`src/rtl/led_glow_sched.sv`:
```
// LED glow scheduler: a breathing-envelope FSM (up, hold, down, hold) feeding one shared
// PWM engine that drives all LEDs together or chases the glow from LED to LED.
module led_glow_sched #(
  parameter int unsigned NUM_LED    = 4,
  parameter int unsigned PWM_BITS   = 8,
  parameter int unsigned STEP_DIV   = 20000,
  parameter int unsigned DUTY_STEP  = 1,
  parameter int unsigned HOLD_TICKS = 64
) (
  input  logic                       clk,
  input  logic                       rst_n,
  input  logic                       en,
  input  logic                       mode,
  output logic [NUM_LED-1:0]         led,
  output logic                       busy,
  output logic [$clog2(NUM_LED)-1:0] cur_idx,
  output logic [PWM_BITS-1:0]        duty,
  output logic                       cycle_done
);

  localparam int unsigned IdxW   = $clog2(NUM_LED);
  localparam int unsigned PrescW = $clog2(STEP_DIV);
  localparam int unsigned HoldW  = $clog2(HOLD_TICKS + 1);

  localparam logic [PWM_BITS-1:0] DutyMax   = {PWM_BITS{1'b1}};
  localparam logic [PWM_BITS-1:0] Step      = PWM_BITS'(DUTY_STEP);
  localparam logic [PWM_BITS:0]   StepWide  = (PWM_BITS + 1)'(DUTY_STEP);
  localparam logic [PrescW-1:0]   PrescLast = PrescW'(STEP_DIV - 1);
  localparam logic [HoldW-1:0]    HoldLast  = HoldW'(HOLD_TICKS - 1);
  localparam logic [IdxW-1:0]     IdxLast   = IdxW'(NUM_LED - 1);

  typedef enum logic [2:0] {StIdle, StUp, StHoldHi, StDown, StHoldLo} state_e;

  state_e              state_q, state_d;
  logic                mode_q, mode_d;
  logic [IdxW-1:0]     cur_idx_q, cur_idx_d;
  logic [PWM_BITS-1:0] duty_q, duty_d;
  logic [PWM_BITS-1:0] duty_act_q, duty_act_d;
  logic [PWM_BITS-1:0] pwm_cnt_q, pwm_cnt_d;
  logic [PrescW-1:0]   presc_q, presc_d;
  logic [HoldW-1:0]    hold_q, hold_d;
  logic [NUM_LED-1:0]  led_q, led_d;
  logic                cycle_done_q, cycle_done_d;

  logic                tick;
  logic                pwm;
  logic                running;
  logic [PWM_BITS:0]   duty_sum;

  always_comb begin
    running = (state_q != StIdle);
    tick    = running && (presc_q == PrescLast);
    pwm     = (pwm_cnt_q < duty_act_q);
    // One bit wider than duty so the ramp-up clamp never sees a wrapped sum
    duty_sum = {1'b0, duty_q} + StepWide;

    presc_d      = '0;
    pwm_cnt_d    = '0;
    duty_act_d   = '0;
    if (running) begin
      presc_d   = tick ? '0 : presc_q + 1'b1;
      pwm_cnt_d = pwm_cnt_q + 1'b1;
      // New duty only takes effect at a period boundary to avoid glitches
      duty_act_d = (pwm_cnt_q == DutyMax) ? duty_q : duty_act_q;
    end

    led_d = '0;
    if (running) begin
      for (int unsigned i = 0; i < NUM_LED; i++) begin
        led_d[i] = pwm & (~mode_q | (cur_idx_q == IdxW'(i)));
      end
    end

    state_d      = state_q;
    mode_d       = mode_q;
    cur_idx_d    = cur_idx_q;
    duty_d       = duty_q;
    hold_d       = hold_q;
    cycle_done_d = 1'b0;

    case (state_q)
      StIdle: begin
        duty_d = '0;
        hold_d = '0;
        if (en) begin
          state_d   = StUp;
          mode_d    = mode;
          cur_idx_d = '0;
        end
      end
      StUp: begin
        if (tick) begin
          if (duty_sum >= {1'b0, DutyMax}) begin
            duty_d  = DutyMax;
            hold_d  = '0;
            state_d = StHoldHi;
          end else begin
            duty_d = duty_sum[PWM_BITS-1:0];
          end
        end
      end
      StHoldHi: begin
        if (tick) begin
          if (hold_q == HoldLast) begin
            hold_d  = '0;
            state_d = StDown;
          end else begin
            hold_d = hold_q + 1'b1;
          end
        end
      end
      StDown: begin
        if (tick) begin
          if (duty_q <= Step) begin
            duty_d  = '0;
            hold_d  = '0;
            state_d = StHoldLo;
          end else begin
            duty_d = duty_q - Step;
          end
        end
      end
      StHoldLo: begin
        if (tick) begin
          if (hold_q == HoldLast) begin
            hold_d       = '0;
            cycle_done_d = 1'b1;
            if (!en) begin
              state_d = StIdle;
            end else begin
              state_d = StUp;
              mode_d  = mode;
              // Chase continues to the next LED; a fresh chase or all-mode starts at LED 0
              if (mode && mode_q) begin
                cur_idx_d = (cur_idx_q == IdxLast) ? '0 : cur_idx_q + 1'b1;
              end else begin
                cur_idx_d = '0;
              end
            end
          end else begin
            hold_d = hold_q + 1'b1;
          end
        end
      end
      default: begin
        state_d = StIdle;
      end
    endcase
  end

  always_ff @(posedge clk or negedge rst_n) begin
    if (!rst_n) begin
      state_q      <= StIdle;
      mode_q       <= 1'b0;
      cur_idx_q    <= '0;
      duty_q       <= '0;
      duty_act_q   <= '0;
      pwm_cnt_q    <= '0;
      presc_q      <= '0;
      hold_q       <= '0;
      led_q        <= '0;
      cycle_done_q <= 1'b0;
    end else begin
      state_q      <= state_d;
      mode_q       <= mode_d;
      cur_idx_q    <= cur_idx_d;
      duty_q       <= duty_d;
      duty_act_q   <= duty_act_d;
      pwm_cnt_q    <= pwm_cnt_d;
      presc_q      <= presc_d;
      hold_q       <= hold_d;
      led_q        <= led_d;
      cycle_done_q <= cycle_done_d;
    end
  end

  assign led        = led_q;
  assign busy       = (state_q != StIdle);
  assign cur_idx    = cur_idx_q;
  assign duty       = duty_q;
  assign cycle_done = cycle_done_q;

endmodule

```
`config.mk`:
```
export PLATFORM = sky130hd
export DESIGN_NAME = led_glow_sched
export DESIGN_NICKNAME = d
export VERILOG_FILES = /design/src/rtl/led_glow_sched.sv
export SDC_FILE = /design/constraint.sdc
export NUM_CORES = 1
export LEC_CHECK = 0
export CORE_MARGIN = 2
export CORE_UTILIZATION = 25
export CTS_CLUSTER_SIZE = 28
export DETAILED_ROUTE_END_ITERATION = 8
export PLACE_DENSITY_LB_ADDON = 0.08
export RECOVER_POWER = 50
export REMOVE_ABC_BUFFERS = 1
export SLEW_MARGIN = 40
export SYNTH_ARGS = -nofsm -noshare
export SYNTH_HDL_FRONTEND = slang
export SYNTH_SLANG_ARGS = --single-unit
```
`constraint.sdc`:
```
create_clock -name clk -period 2.9 [get_ports clk]
set_input_delay 0.58 -clock clk [delete_from_list [all_inputs] [get_ports clk]]
set_output_delay 0.58 -clock clk [all_outputs]
set_load 0.02 [all_outputs]
```
# Word-level counts from Yosys, hierarchy flattened
# Index checks and enable logic that the tools add are counted.
# W data, S select, Z words.
# word_totals
input_bits	4
register_bits	57
# op_classes
addsub	6
muxes	43
n_reduce_logical	14
n_eq_ne	22
bitwise	9
order_cmp	3
# op_table
operator	count
$mux W8	7
$mux W7	6
$mux W15	2
$pmux W7 S4	1
$mux W3	9
$pmux W8 S3	1
$ne A2 B2 Y1 const B	10
$add A15 B1 Y15 const B	1
$eq A15 B15 Y1 const B	1
$pmux W3 S5	1
$mux W2	6
$add A8 B1 Y9 const B	1
$ge A9 B8 Y1 const B	1
$reduce_and A9 Y1	1
$add A8 B1 Y8 const B	1
$eq A8 B8 Y1 const B	1
$le A8 B1 Y1 const B	1
$lt A8 B8 Y1	1
$sub A8 B1 Y8 const B	1
$add A7 B1 Y7 const B	1
$eq A7 B6 Y1 const B	1
$mux W1	7
$eq A3 B2 Y1 const B	2
$reduce_and A3 Y1	2
other kinds (21)	31

# Longest topological paths before layout
# Gate-level depths: netlist of run 1.
# logic_depth
ltp_word	7
depth_mapped	8

# Worst setup path before layout of run 1
# No wires, ideal clock.
# synth_timing
path_kind	reg-to-reg
from	reg duty_q[0], in the netlist duty[0]
to	reg state_q[1]
stages_incl_launch_ff	8
setup_ns	0.110
synth_period_minus_slack_ns	2.341
slack_ns	0.559
arrival_ns	2.231
n_path_buf	0
path_cell_list	dfrtp_1 > inv_1 > ha_1 > a21oi_1 > or4_4 > a211oi_2 > nor2_1 > o41ai_1
# synth_via
elab_chain_len	4
# synth_rtl
element	line	source
from (decl)	37	logic [PWM_BITS-1:0] duty_q, duty_d;
from (signal assigned)	167	duty_q <= duty_d;
$add A8 B1 Y9	55	duty_sum = {1'b0, duty_q} + StepWide;
$ge A9 B8 Y1	93	if (duty_sum >= {1'b0, DutyMax}) begin
$ne A2 B2 Y1 (no line)	n/a	
$reduce_and A9 Y1 (no line) (*)	n/a	
to (signal assigned)	153	state_q <= StIdle;
to (signal assigned)	164	state_q <= state_d;
to (decl)	34	state_e state_q, state_d;
# Mark *: on every way between the ends. The rest lies on a longest branch, timed or not.
# A chain may end at the register's enable or synchronous reset.

# Worst setup path in the final report of run 1
# Same ends and word-level chain as after synthesis.

==> results, run 1 <==
- The run finished, with violations left.
- The final reports fail on capacitance limit, slew limit.
- Before CTS, the worst setup slack after placement is 0.279 ns.
- The critical setup path kind is reg2reg.
- The most common cell after layout, fill and taps aside is sky130_fd_sc_hd__dfrtp_1.
- Summing internal, switching and leakage power gives a little over 2 mW.
- After global routing, the most crowded layer is met2.
- The met3 routing resource usage after global routing is 0.0251.
- For this run the aggregate overflow at the end of global routing stands at 0.
- Clock tree synthesis inserted a total of 9 buffers.
- Across every metal layer, demand over resource in global routing totals 0.133.
- The number of routed nets with antenna violations is 0.
- Of all nets on the critical path, the largest fanout is 13.
- The warning count from the yosys run is 0.
- The placed cell area is 0.00392 mm^2.
- The quantity of gates resized following cts is 0.
- The number of sinks driven by the clock tree is 57.
- The share of synthesized flip-flops with an asynchronous set or reset is 1.00.
- The number of global-route vias before repair is 2969.
- Setup repair after global routing left no endpoint under its margin.
- Data on the critical path arrives at its endpoint at 2.82 ns.
- The quantity of hold-fixing buffers added after cts is 0.
- In the global route stage, met2 resource usage came out at 0.200.
- The clock-pin slew of the registers on the worst-case setup and hold paths is approximately 0.060 ns.
- Dividing the final minimum period by the clock period gives 0.892.
- The most frequently used flop master after synthesis is sky130_fd_sc_hd__dfrtp_1.
- The placed cell count is 575.
- The area of the core is 0.0138 mm^2.
- Each instance of the synthesized netlist takes up on average 9.21 um^2.
- For this design the static power due to leakage is 1.80 nW.
- Max-cap violations in this run came to 1.
- The post-route cell area is 0.00424 mm^2.
- The least setup slack across all paths after layout is 0.312 ns.
- The final count of negative-setup-slack endpoints is 0.
- The number of antenna violations at the first check in global routing came to 0.
- Excluding fillers, the count of instances in the completed layout stands at 591.
- In this run the critical register-to-register path is launched from duty[0].
- The effective utilization at floorplan is 0.255.
- The area enclosed by the die boundary is 0.0151 mm^2.
- The kind of cell with the highest combined delay along the critical path is compound AO/OA/AOI/OAI gates.
- The setup fix buffers added after clock tree synthesis is 0.
- The final max-slew violation count is 28.
- The smallest clock period supported by the final layout is computed as between 2 and 3 ns.
- The power share of the clock group is 0.602.
- The floorplan has 43 rows.
- The master cell of the clock root buffer is sky130_fd_sc_hd__clkbuf_16.
- The total power divided by cell area is 485 mW/mm^2.
- Of the total power, combinational logic draws 0.010.
- The number of flops mapped to enable cells by yosys is 0.
- The number of hold-slack violations in the final timing report is 0.
- TritonCTS built the clock tree.
- For this run, the register share of the synthesized area comes to 0.404.
- The synthesized cell area is roughly 0.0035 mm^2.
- The kind of start point of the critical path is a flip-flop.
- Entering global routing, the biggest net connects 32 pins.
- The depth of the CTS H-tree is 3.
- Counting both buffers and inverters, the worst setup path holds a total of 0.
- For the worst-skew pair, the clock arrives at the later sink with an insertion delay of between 0.3 and 0.4 ns.
- The via total after detailed routing is 2951.
- The HPWL after detailed placement is 6310 um.
- The area added between synthesis and finish is 20.3%.
- Dividing the detail-routed wire length by the instance count gives about 15 um.
- The launch instance of the worst min-delay path is presc_q[0].
- The top cell types in the final layout, fill and taps aside, are 57 x sky130_fd_sc_hd__dfrtp_1, 50 x sky130_fd_sc_hd__nor2_1, 24 x sky130_fd_sc_hd__a21oi_1, 23 x sky130_fd_sc_hd__nand3_1, 23 x sky130_fd_sc_hd__nand2_1.
- At the end of routability-driven placement, the weighted congestion stood at 0.812.
- Of the total power, registers draw 0.387.
- The headroom to the max-slew limit is -0.00535.
- The fraction of synthesized cell area taken by the top area cell type is 0.404.
- The switching power is 0.397 mW.
- After filler insertion, the fill cell instance count of the layout stands at 1448.
- Data on the critical path is required at its endpoint by 3.13 ns.
- Summed over all instances, the cell type with the most area after synthesis is sky130_fd_sc_hd__dfrtp_1.
- In the final layout, the share of cells above drive strength 1 is 0.102.
- The net count of the finished layout is 428.
- The fraction of power spent switching nets is 0.193.
- The measured slew at the worst slew-check pin is 1.51 ns.
- In this run the critical register-to-register path is captured at state_q[1].
- The total wire length after detailed routing is 9040 um.
- The maximum achievable frequency is between 0.3 and 0.4 GHz.
- After detailed routing, the number of vias per cell comes to 4.99.
- The count of buffers added on input and output ports is 19.
- 20 I/O pins were placed.
- Clock skew on the completed layout was measured at around 0.0096 ns.
- The total negative setup slack is 0 ns.
- The internal power summed over all cells is between 1.5 and 2 mW.
- By area the synthesized netlist is led by sky130_fd_sc_hd__dfrtp_1 40%, sky130_fd_sc_hd__ha_1 6.4%, sky130_fd_sc_hd__nor2_1 5.3%.
- Traced cell by cell, the critical path runs through ha_1 > xor2_1 > o21ai_0 > or4_4 > a211oi_2 > nor2_1 > o41ai_1.
- The horizontal die dimension is 123 um.
- For this run, the slowest stage of the critical path takes 0.50 ns.
- The worst reg-to-reg path cell count is 7.
- Across the VDD grid, the largest voltage drop is between 0.15 and 0.2 mV.
- The number of buffers between clock root and the deepest sink is 2.
- After technology mapping, the gate count stands at 383.
- Counting distinct cell types in the post-synthesis netlist gives 63.
- For met1 alone, demand over resource in global routing was 0.185.
- Measured along the y axis, the die boundary spans 123 um.
- The final antenna diode count is 0.
- The path category of the worst min-delay check is reg2reg.
- The number of cells traversed by the worst hold path is 1.
- For flop-to-flop paths, the worst setup slack is about 0.31 ns.
- The worst setup path is captured at a flip-flop.
- The first global-routing pass estimated 15500 um of wire.
- The initial detailed-routing violation count is 224.
- The critical path's slowest cell is sky130_fd_sc_hd__ha_1.
- The first-pass detailed-route iteration total is 5.
- After detailed routing, the number of remaining DRC violations is 0.
- After synthesis the netlist holds a flip-flop and latch count of 57.
- The worst min-delay path endpoint is presc_q[0].
[per-layer routing]
metal,vias to the layer above,part of all wire
met1,1438,0.50
met3,10,0.034
met2,71,0.45
met4,0,0.018
li1,1432,-
met5,-,0
[cells in the mapped netlist (2+ instances only)]
cell and count:
sky130_fd_sc_hd__dfrtp_1 57, sky130_fd_sc_hd__a22oi_1 2, sky130_fd_sc_hd__buf_6 2, sky130_fd_sc_hd__xnor2_1 8, sky130_fd_sc_hd__mux2i_1 9, sky130_fd_sc_hd__a31oi_1 9
sky130_fd_sc_hd__o21a_1 3, sky130_fd_sc_hd__or2_2 2, sky130_fd_sc_hd__a21oi_1 24, sky130_fd_sc_hd__a41oi_1 2, sky130_fd_sc_hd__and3_1 6, sky130_fd_sc_hd__nand2b_1 4
sky130_fd_sc_hd__a311oi_1 3, sky130_fd_sc_hd__xor2_1 12, sky130_fd_sc_hd__clkbuf_8 3, sky130_fd_sc_hd__nand4_1 6, sky130_fd_sc_hd__nand3_1 23, sky130_fd_sc_hd__o31ai_1 4
sky130_fd_sc_hd__buf_2 2, sky130_fd_sc_hd__mux2_2 4, sky130_fd_sc_hd__nand2_1 23, sky130_fd_sc_hd__and4_1 4, sky130_fd_sc_hd__clkbuf_1 9, sky130_fd_sc_hd__ha_1 18
sky130_fd_sc_hd__nor2b_1 3, sky130_fd_sc_hd__nor4b_1 3, sky130_fd_sc_hd__a21o_1 7, sky130_fd_sc_hd__buf_4 2, sky130_fd_sc_hd__o21ai_0 18, sky130_fd_sc_hd__or3_1 3
sky130_fd_sc_hd__nor3_1 6, sky130_fd_sc_hd__or4_4 2, sky130_fd_sc_hd__a211oi_1 2, sky130_fd_sc_hd__inv_1 18, sky130_fd_sc_hd__nor2_1 50, sky130_fd_sc_hd__nor4_1 3
[state kept, by name (all words and copies together) (netlist names)]
name / count
presc_q: 15
duty: 8
duty_act_q: 8
pwm_cnt_q: 8
hold_q: 7
led: 4
state_q: 3
cur_idx: 2
cycle_done: 1
mode_q: 1
[worst reg2reg max path, cell delays in order (launching register included)]
cell and delay [ns]:
sky130_fd_sc_hd__dfrtp_1 0.48, sky130_fd_sc_hd__ha_1 0.50, sky130_fd_sc_hd__xor2_1 0.17, sky130_fd_sc_hd__o21ai_0 0.09, sky130_fd_sc_hd__or4_4 0.43, sky130_fd_sc_hd__a211oi_2 0.36
sky130_fd_sc_hd__nor2_1 0.14, sky130_fd_sc_hd__o41ai_1 0.31
[through the flow]
stage / hold WS, ns / util
after floorplan: 0.284 / -
after global placement: 0.469 / 0.283
after detailed placement: 0.473 / 0.283
after CTS: 0.304 / 0.308
after global routing: 0.509 / 0.307
final: 0.478 / 0.307
[area by class of cell]
cell class                      count  area, um^2  area share
Tap cell                          180         225      0.0531
Clock buffer                       11         243      0.0572
Inverter                           19        71.3      0.0168
Sequential cell                    57        1430       0.336
Timing Repair Buffer               30         260      0.0614
Clock inverter                      5         103      0.0242
Multi-Input combinational cell    289        1910       0.451
[cell families (layout without fill, tap and decap cells)]
logic type      Yosys count  in the layout  synth area share
flops                    57             57             0.404
xor+xnor                 20             20            0.0497
simple gates            147            147             0.213
compound gates           91             91             0.176
mux                      13             13            0.0383
buf+inv                  37             65            0.0550
fa+ha+maj                18             18            0.0639
[power by group through the flow]
stage          logic, mW  clock network [mW]  registers (mW)
6_report          0.0215                1.24           0.796
5_1_grt           0.0262                1.31           0.795
4_1_cts           0.0266                1.28           0.796
3_5_place_dp      0.0265                   0           0.810
3_3_place_gp      0.0263                   0           0.810
2_1_floorplan    0.00116                   0           0.810
[how the worst max path moves through the flow]
stage | slack (ns) | to | from | cells after the start
floorplan | 0.18 | presc_q[10] | state_q[1] | 4
global placement | 0.32 | state_q[1] | duty[0] | 7
detailed placement | 0.28 | state_q[1] | duty[0] | 7
CTS | 0.27 | state_q[1] | duty[0] | 7
global route | 0.08 | state_q[1] | duty[0] | 7
finish | 0.31 | state_q[1] | duty[0] | 7
(Power assumes the default switching activity.)
==> run 2, diff against run 1 <==
--- a/config.mk
+++ b/config.mk
@@ -5,7 +5,7 @@
 export SDC_FILE = /design/constraint.sdc
 export NUM_CORES = 1
 export LEC_CHECK = 0
-export CORE_MARGIN = 2
+export CORE_MARGIN = 1.5
 export CORE_UTILIZATION = 25
 export CTS_CLUSTER_SIZE = 28
 export DETAILED_ROUTE_END_ITERATION = 8
==> results, run 2 (synthesized netlist as in run 1, its figures left out) <==
- The maximum number of pins on one net before global-route repair is 23 (was 32).
- The wire length per cell is 15.4 um (was 15.3 um).
- The area of the core is 0.0138 mm^2 (unchanged).
- The quantity of hold-fixing buffers added after cts is 0 (unchanged).
- The register cell area after layout is 0.00143 mm^2 (unchanged).
- The measured slew at the worst slew-check pin is 1.31 ns (was 1.51 ns).
- The final-layout fill cell count is 1434 (was 1448).
- The CTS tree was done (unchanged).
- The depth of the CTS H-tree came to 3 (unchanged).
- The worst-case vdd ir drop was 0.235 mV (was 0.172 mV).
- The busiest layer in global routing is met2 (unchanged).
- The total power divided by cell area was 451 mW/mm^2 (was 485 mW/mm^2).
- The horizontal die dimension was 122 um (was 123 um).
- The clock period minus worst slack is 2.60 ns (was 2.59 ns).
- The number of hold-slack violations in the final timing report is 0 (unchanged).
- The internal power summed over all cells came to 1.49 mW (was 1.66 mW).
- The switching power is 0.410 mW (was 0.397 mW).
- The count of input and output buffers is 19 (unchanged).
- The share of cells above drive strength 1 is 0.104 (was 0.102).
- Setup repair after global routing missed its margin: false (unchanged).
- The clock insertion delay at the later pin of the skew report is 0.34 ns (about the same).
- The number of sinks driven by the clock tree is 57 (unchanged).
- The share of the clock period used by the worst path after layout is 0.895 (was 0.892).
- The height of the chip was 122 um (was 123 um).
- The path category of the worst min-delay check was in2async (was reg2reg).
- The final antenna diode count was 0 (unchanged).
- The maximum achievable frequency came to 0.385 GHz (was 0.386 GHz).
- The clock-pin slew of the registers on the worst-case setup and hold paths is 0.05 ns (was 0.06 ns).
- The initial detailed-routing violation count came to 291 (was 224).
- Commonest non-fill, non-tap cells in the layout: 57 x sky130_fd_sc_hd__dfrtp_1, 50 x sky130_fd_sc_hd__nor2_1, 24 x sky130_fd_sc_hd__a21oi_1, 23 x sky130_fd_sc_hd__nand3_1, 23 x sky130_fd_sc_hd__nand2_1 (unchanged).
- The total wire length after detailed routing is 9100 um (was 9040 um).
- The net count of the finished layout was 430 (was 428).
- Run status: finished, final reports clean (was complete, but fails checks).
- The slack of the worst reg-to-reg path is 0.30 ns (was 0.31 ns).
- The number of core rows came to 43 (unchanged).
- The critical setup path kind was reg2reg (unchanged).
- The total global routing overflow is 0 (unchanged).
- The most common cell after layout, fill and taps aside is sky130_fd_sc_hd__dfrtp_1 (unchanged).
- The CTS buffer count is 9 (unchanged).
- The flip-flop count of the largest register, all copies and words added is 15 (unchanged).
- The met1 capacity usage during global routing is 0.194 (was 0.185).
- The post-place setup slack came to 0.297 ns (was 0.279 ns).
- The met3 routing resource usage after global routing came to 0.0295 (was 0.0251).
- The quantity of gates resized following cts came to 0 (unchanged).
- The power share of the clock group is 0.569 (was 0.602).
- The placer congestion estimate was 0.795 (was 0.812).
- The tightest hold margin was 0.391 ns (was 0.478 ns).
- The total negative setup slack is 0 ns (unchanged).
- The area added between synthesis and finish was 19.3% (was 20.3%).
- The area used by multi-input combinational logic was 0.00191 mm^2 (about the same).
- The final max-slew violation count came to 0 (was 28).
- The first-pass GRT wire length is 15400 um (was 15500 um).
- The share of total power in sequential cells is 0.419 (was 0.387).
- The kind of start point of the critical path was a flip-flop (unchanged).
- The highest net fanout along the worst path is 9 (was 13).
- The DRC violation count after routing is 0 (unchanged).
- The number of buffers between clock root and the deepest sink is 2 (unchanged).
- The leakage power total is 1.77 nW (was 1.80 nW).
- The number of global-route vias before repair is 2906 (was 2969).
- The HPWL after detailed placement came to 6410 um (was 6310 um).
- The effective utilization at floorplan was 0.255 (unchanged).
- The master cell of the clock root buffer is sky130_fd_sc_hd__clkbuf_16 (unchanged).
- The worst reg-to-reg path cell count is 8 (was 7).
- The detail-routed via count per cell is 4.87 (was 4.99).
- The met2 track demand over resource in global routing is 0.195 (was 0.200).
- The least setup slack across all paths after layout is 0.304 ns (was 0.312 ns).
- The reg-to-reg critical path endpoint is duty[7] (was state_q[1]).
- The combinational power share came to 0.011 (was 0.010).
- The arrival time of data at the critical path endpoint is 2.84 ns (was 2.82 ns).
- The first-pass detailed-route iteration total was 4 (was 5).
- The number of placed I/O pins came to 20 (unchanged).
- The fraction of power spent switching nets was 0.216 (was 0.193).
- The headroom to the max-slew limit is 0.124 (was -0.00535).
- The area enclosed by the die boundary was 0.0148 mm^2 (was 0.0151 mm^2).
- The number of antenna violations at the first check in global routing was 0 (unchanged).
- The largest register by flop count is presc_q (unchanged).
- The endpoint class of the critical path is a flip-flop (unchanged).
- The final count of negative-setup-slack endpoints came to 0 (unchanged).
- The number of routed nets with antenna violations is 0 (unchanged).
- The maximum clock skew at final layout is 0.0117 ns (was 0.00958 ns).
- The global routing usage summed across all routing layers was 0.135 (was 0.133).
- The reg-to-reg critical path startpoint is duty[0] (unchanged).
- The data required time of the critical path is 3.14 ns (was 3.13 ns).
- The count of max-cap constraint violations is 0 (was 1).
- The setup fix buffers added after clock tree synthesis is 0 (unchanged).
- The via total after detailed routing is 2885 (was 2951).
## run 2: worst max-delay path, cell delays in order (launching register included)
cell and delay [ns]:
sky130_fd_sc_hd__dfrtp_1 0.50, sky130_fd_sc_hd__inv_1 0.17, sky130_fd_sc_hd__ha_1 0.32, sky130_fd_sc_hd__o21bai_1 0.33, sky130_fd_sc_hd__nor3_1 0.09, sky130_fd_sc_hd__nor2_1 0.49, sky130_fd_sc_hd__a311oi_1 0.19, sky130_fd_sc_hd__a31o_2 0.25
sky130_fd_sc_hd__a22oi_1 0.17
## run 2: routing by layer
metal  wire length [um]  up-vias
met1               4690     1394
li1                   -     1440
met5                  0        -
met3                240        8
met4                129        0
met2               4040       43
## run 2: final cells by class
type	count	share of cell area
tap	180	0.0535
clock inverter	6	0.0161
inverter	19	0.0170
multi-input combinational	289	0.453
timing repair buffer	32	0.0642
clock buffer	10	0.0568
sequential	57	0.339
## run 2: how the worst max path moves through the flow
stage          startpoint     endpoint  slack [ns]  cells after the start
2_1_floorplan  state_q[1]  presc_q[10]        0.18                      4
3_3_place_gp      duty[0]   state_q[1]        0.33                      7
3_5_place_dp      duty[0]   state_q[1]        0.30                      7
4_1_cts           duty[0]   state_q[1]        0.26                      7
5_1_grt           duty[0]   state_q[1]        0.05                      7
6_report          duty[0]      duty[7]        0.30                      8
## run 2: power by group through the flow
stage          clock (mW)  combinational (mW)  sequential (mW)
6_report             1.08              0.0216            0.796
5_1_grt              1.16              0.0265            0.795
4_1_cts              1.11              0.0253            0.796
3_5_place_dp            0              0.0253            0.810
3_3_place_gp            0              0.0259            0.810
2_1_floorplan           0             0.00116            0.810
## run 2: metrics by stage
stage	power (mW)	instance area, um^2	std cells	utilization
3_5_place_dp	0.835	3920	577	0.283
6_report	1.90	4210	593	0.304
5_1_grt	1.98	4210	593	0.304
4_1_cts	1.94	4220	593	0.305
3_3_place_gp	0.836	3920	577	0.283
2_1_floorplan	0.811	3400	365	-
